`src/rtl/flag_cond_unit.sv`:
```
// flag_cond_unit: architectural flags register, branch condition evaluation with
// write-to-evaluate forwarding, and an optional LIFO flag save stack.
// Define FLAGS_STACK_EN to build the save stack; without it, the push, pop and
// error-clear inputs are ignored and StackCount/StackErr read as 0.
module flag_cond_unit #(
    parameter int STACK_DEPTH = 4,
    parameter int CW          = $clog2(STACK_DEPTH + 1)
) (
    input  logic          clk,
    input  logic          rst_n,
    input  logic          FlagsWrite,
    input  logic          ArithCarryIn,
    input  logic          LogicCarryIn,
    input  logic          ZeroIn,
    input  logic          SignIn,
    input  logic          OverflowIn,
    input  logic          CondEval,
    input  logic [3:0]    CondCode,
    input  logic          CarrySel,
    input  logic          FlagsPush,
    input  logic          FlagsPop,
    input  logic          ErrClear,
    output logic          CondValid,
    output logic          CondTaken,
    output logic          ArithCarryFlag,
    output logic          LogicCarryFlag,
    output logic          ZeroFlag,
    output logic          SignFlag,
    output logic          OverflowFlag,
    output logic [CW-1:0] StackCount,
    output logic          StackErr
);
    // Flag vector layout: {arith carry, logic carry, zero, sign, overflow}
    logic [4:0] flags_q, flags_d;
    logic [4:0] flags_in;
    logic [4:0] eff;
    logic [4:0] pop_data;
    logic       pop_act;
    logic       pop_ok;
    logic       write_en;
    logic       carry;
    logic       result;
    logic       cond_valid_q, cond_valid_d;
    logic       cond_taken_q, cond_taken_d;

    assign flags_in = {ArithCarryIn, LogicCarryIn, ZeroIn, SignIn, OverflowIn};

`ifdef FLAGS_STACK_EN
    logic [4:0]    stack_q [STACK_DEPTH];
    logic [4:0]    stack_d [STACK_DEPTH];
    logic [CW-1:0] count_q, count_d;
    logic          err_q, err_d;
    logic          push_ok, push_err, pop_err;

    // A simultaneous push and pop cancel out; an unpaired pop also blocks the write
    assign pop_act  = FlagsPop & ~FlagsPush;
    assign pop_ok   = pop_act & (count_q != '0);
    assign pop_err  = pop_act & (count_q == '0);
    assign push_ok  = FlagsPush & ~FlagsPop & (count_q != CW'(STACK_DEPTH));
    assign push_err = FlagsPush & ~FlagsPop & (count_q == CW'(STACK_DEPTH));

    // Top-of-stack entry is the one just below the occupancy count
    always_comb begin
        pop_data = '0;
        for (int i = 0; i < STACK_DEPTH; i++)
            if (count_q == CW'(i + 1)) pop_data = stack_q[i];
    end

    // Stack next state: push writes the forwarded flags at the count position
    always_comb begin
        stack_d = stack_q;
        for (int i = 0; i < STACK_DEPTH; i++)
            if (push_ok && count_q == CW'(i)) stack_d[i] = eff;
        count_d = push_ok ? count_q + CW'(1) : pop_ok ? count_q - CW'(1) : count_q;
        err_d   = push_err | pop_err | (err_q & ~ErrClear);
    end

    // Stack storage needs no reset; only occupied entries are ever read
    always_ff @(posedge clk) begin
        stack_q <= stack_d;
    end

    // Occupancy and sticky error state
    always_ff @(posedge clk or negedge rst_n) begin
        if (!rst_n) begin
            count_q <= '0;
            err_q   <= 1'b0;
        end else begin
            count_q <= count_d;
            err_q   <= err_d;
        end
    end

    assign StackCount = count_q;
    assign StackErr   = err_q;
`else
    logic unused_stack;

    assign pop_act      = 1'b0;
    assign pop_ok       = 1'b0;
    assign pop_data     = '0;
    assign unused_stack = ^{FlagsPush, FlagsPop, ErrClear};
    assign StackCount   = '0;
    assign StackErr     = 1'b0;
`endif

    assign write_en = FlagsWrite & ~pop_act;
    assign eff      = write_en ? flags_in : flags_q;
    assign carry    = CarrySel ? eff[3] : eff[4];

    // Condition code decode against the effective (forwarded) flags
    always_comb begin
        result = 1'b0;
        case (CondCode)
            4'h0: result = 1'b1;
            4'h1: result = 1'b0;
            4'h2: result = eff[2];
            4'h3: result = ~eff[2];
            4'h4: result = carry;
            4'h5: result = ~carry;
            4'h6: result = eff[1];
            4'h7: result = ~eff[1];
            4'h8: result = eff[0];
            4'h9: result = ~eff[0];
            4'hA: result = carry & ~eff[2];
            4'hB: result = ~carry | eff[2];
            4'hC: result = eff[1] == eff[0];
            4'hD: result = eff[1] != eff[0];
            4'hE: result = ~eff[2] & (eff[1] == eff[0]);
            4'hF: result = eff[2] | (eff[1] != eff[0]);
            default: result = 1'b0;
        endcase
    end

    // Next-state for flags and the one-deep result register
    always_comb begin
        flags_d      = pop_ok ? pop_data : write_en ? flags_in : flags_q;
        cond_valid_d = CondEval;
        cond_taken_d = CondEval ? result : cond_taken_q;
    end

    // Flags register and registered condition result
    always_ff @(posedge clk or negedge rst_n) begin
        if (!rst_n) begin
            flags_q      <= '0;
            cond_valid_q <= 1'b0;
            cond_taken_q <= 1'b0;
        end else begin
            flags_q      <= flags_d;
            cond_valid_q <= cond_valid_d;
            cond_taken_q <= cond_taken_d;
        end
    end

    assign {ArithCarryFlag, LogicCarryFlag, ZeroFlag, SignFlag, OverflowFlag} = flags_q;
    assign CondValid = cond_valid_q;
    assign CondTaken = cond_taken_q;
endmodule
```
`config.mk`:
```
export PLATFORM = sky130hd
export DESIGN_NAME = flag_cond_unit
export DESIGN_NICKNAME = d
export VERILOG_FILES = /design/src/rtl/flag_cond_unit.sv
export SDC_FILE = /design/constraint.sdc
export NUM_CORES = 1
export LEC_CHECK = 0
export ABC_CLOCK_PERIOD_IN_PS = 3400
export BUFFER_PORTS_ARGS = -buffer_cell sky130_fd_sc_hd__buf_4
export CAP_MARGIN = 10
export CORE_AREA = 2 2 39 41
export DETAILED_ROUTE_END_ITERATION = 10
export DIE_AREA = 0 0 41 43
export PLACE_DENSITY_LB_ADDON = 0.05
export SLEW_MARGIN = 5
export SYNTH_ARGS = -nofsm -noshare
export SYNTH_HDL_FRONTEND = slang
export SYNTH_SLANG_ARGS = --single-unit
```
`constraint.sdc`:
```
create_clock -name clk -period 3.4 [get_ports clk]
set_clock_uncertainty 0.1 [all_clocks]
set_input_delay 0.68 -clock clk [delete_from_list [all_inputs] [get_ports clk]]
set_output_delay 0.68 -clock clk [all_outputs]
set_load 0.05 [all_outputs]
```
==> summary.md <==
| Metric | Value |
|---|---|
| Status | `complete, no violations` |
| Antenna diodes | `0` |
| Worst r2r dst | `CondTaken$_DFFE_PN0P_` |
| Antenna violations before repair | `0` |
| Pwr Total | `0.2821 mW` |
| F_max | `0.5453 GHz` |
| Reg2Reg Depth | `5` |
| # IOs | `28` |
| Placement Setup Slack | `1.302 ns` |
| Psw | `0.1019 mW` |
| Sequential-to-total area share from yosys stat | `35.53%` |
| IO buf count | `20` |
| Synth warnings | `0` |
| Clk network pwr share | `25.7%` |
| Vias | `410` |
| Hold-fix buffers, CTS | `0` |
| Setup Fix Bufs, Post-CTS | `0` |
| Global-route wire length before repair | `1.649 mm` |
| Final GP Congestion | `0.7173` |
| Crit. path cell count | `6` |
| CP max stage delay | `0.48 ns` |
| CP Max Fanout | `2` |
| Critical-path cell list | `buf_4 > xor2_1 > mux4_2 > xor2_1 > o32a_1 > a21oi_1` |
| Gate power share | `39.6%` |
| Most frequent cells in the layout | `buf_4 (20), dfrtp_1 (7), mux2_2 (4), conb_1 (4)` |
| Critical Path Source | `SignIn` |
| Area leader, netlist | `dfrtp_1` |
| Core footprint | `1384 um2` |
| Starting Density | `35.62%` |
| Number of CTS-inserted buffers | `3` |
| Bufs on Longest Clock Path | `2` |
| Yosys top cell area share | `35.53%` |
| Worst-path clk slew | `0.05 ns` |
| Endpoint required time on the critical path | `3.47 ns` |
| CP endpoint | `CondTaken$_DFFE_PN0P_` |
| WL/cell | `11.11 um` |
| Worst-Skew Late Latency | `0.24 ns` |
| Die Span X | `41 um` |
| Startpoint Class | `primary input` |
| DR vias/cell | `4.881` |
| Fin crit period | `1.834 ns` |
| Worst path most repeated cell | `xor2_1` |
| H-tree depth | `1` |
| Final Slew Violations | `0` |
| FP Rows | `14` |
| Most common cell after layout, fill and taps aside | `buf_4` |
| Die ar. | `1763 um2` |
| Largest net degree at the start of global routing | `10` |
| Worst path top cell family by delay | `multiplexers` |
| Leakage power | `0.3093 nW` |
| Sw Share | `36.13%` |
| Worst R2R Setup Slack | `1.71 ns` |
| Clock root buffer | `clkbuf_4` |
| Post-Syn Instances | `47` |
| GR Overflow Total | `0` |
| Peak VDD IR | `0.2122 mV` |
| Final worst slack | `1.566 ns` |
| CTS tree | `built` |
| Die height | `43 um` |
| Clock sink count | `7` |
| RSZ-0062 raised after global routing | `false` |
| Placed Instances | `80` |
| Cell Area, Synth | `493.0 um2` |
| CP max-delay cell | `mux4_2` |
| Wirelength, routed | `933 um` |
| Initial DRC Count | `2` |
| Critical path class | `primary input to flop` |
| GRT met1 Usage | `19.40%` |
| Layout cells sized above 1 | `42.65%` |
| Finished Layout Cells | `84` |
| Setup TNS | `0 ns` |
| CP Buf/Inv Count | `1` |
| Hold Fails Final Rpt | `0` |
| Hold slack | `0.1387 ns` |
| Netlist cell types | `24` |
| Top post-synthesis cells by area | `dfrtp_1 (36%), mux2_2 (9.1%), mux2i_1 (6.1%)` |
| Final net count | `86` |
| Vias in the first global route | `403` |
| Post-synthesis register bit count | `7` |
| GRT busiest layer | `met1` |
| Final period utilization | `53.94%` |
| CTS resizes | `0` |
| DRT antenna net count | `0` |
| Setup Viol. Count Final | `0` |
| Total GRT Usage | `13.92%` |
| DRC | `0` |
| Area growth, synth to finish | `32.99%` |
| Arr. time, crit path | `1.90 ns` |
| Power per cell area | `430.3 nW/um2` |
| GR Layer Usage met2 | `19.06%` |
| Mean Syn Cell Area | `10.49 um2` |
| First drt pass iteration count | `4` |
| Worst Hold Class | `primary input to asynchronous set/reset pin` |
| P_int | `0.1802 mW` |
| Maxcap violations | `0` |
| Crit end category | `flop` |
| Reg-to-Reg Start | `flags_q[1]$_DFF_PN0_` |
| Met3 Track Usage GR | `3.141%` |
| Seq pwr share | `34.7%` |
## state kept, by name, summed over array words and instances (netlist names)
| signal | count |
|---|---|
| CondTaken | 1 |
| CondValid | 1 |
| flags_q | 5 |
## cell families (layout without fill, tap and decap cells)
family	count (synthesis)	after routing	synth area share (%)
buffers and inverters	7	25	9.897
AND/OR/NAND/NOR	9	9	9.138
multiplexers	9	9	22.84
other	1	4	0.7607
flip-flops	7	7	35.53
AO/OA/AOI/OAI	9	9	12.94
XOR/XNOR	5	5	8.885
## cell usage after synthesis
cell and number:
xnor2_1 2, mux2i_1 3, nand3b_1 1, nand2_1 3, dfrtp_1 7, buf_4 4
mux4_2 1, nor3_1 1, or2b_1 1, mux2_4 1, buf_1 1, nor2_1 2
and3_1 1, xor2_1 3, inv_1 1, o22ai_1 2, a21oi_1 2, mux2_2 4
conb_1 1, o21a_1 1, o41ai_1 1, buf_6 1, o32a_1 1, a211oi_1 2
## metal layers
metal | vias up | part of all wire (%)
li1 | 204 | -
met1 | 186 | 44
met2 | 18 | 47
met3 | 2 | 7.7
met4 | 0 | 0.54
met5 | - | 0
## cell type report
cell class | count | area (um2)
repair buffers | 20 | 150.1
multi-input cells | 36 | 280.3
well taps | 16 | 20.02
fillers | 134 | 728.2
clock buffers | 4 | 26.28
inverters | 1 | 3.754
flip-flops and latches | 7 | 175.2
## worst min path at each step
stage | slack, ns | endpoint | depth (start not counted) | start
6_report | 0.14 | CondTaken$_DFFE_PN0P_ | 1 | rst_n
5_1_grt | 0.13 | flags_q[4]$_DFF_PN0_ | 1 | rst_n
4_1_cts | 0.13 | flags_q[3]$_DFF_PN0_ | 1 | rst_n
3_5_place_dp | 0.40 | flags_q[2]$_DFF_PN0_ | 1 | rst_n
3_3_place_gp | 0.40 | CondValid$_DFF_PN0_ | 1 | rst_n
2_1_floorplan | 0.28 | CondTaken$_DFFE_PN0P_ | 0 | rst_n
## metrics by stage
stage	util, %	instance area [um2]
finish	47.38	655.6
global route	47.38	655.6
CTS	47.38	655.6
detailed placement	45.48	629.4
global placement	45.48	629.4
floorplan	-	504.2
## power groups by stage
stage | clock [mW] | sequential, mW | combinational, mW
floorplan | 0 | 0.129 | 0.0504
global placement | 0 | 0.0993 | 0.112
detailed placement | 0 | 0.0993 | 0.113
CTS | 0.0771 | 0.0979 | 0.113
global route | 0.0834 | 0.0987 | 0.121
finish | 0.0725 | 0.0979 | 0.112
Note: power is estimated with default switching activity, not from simulation.
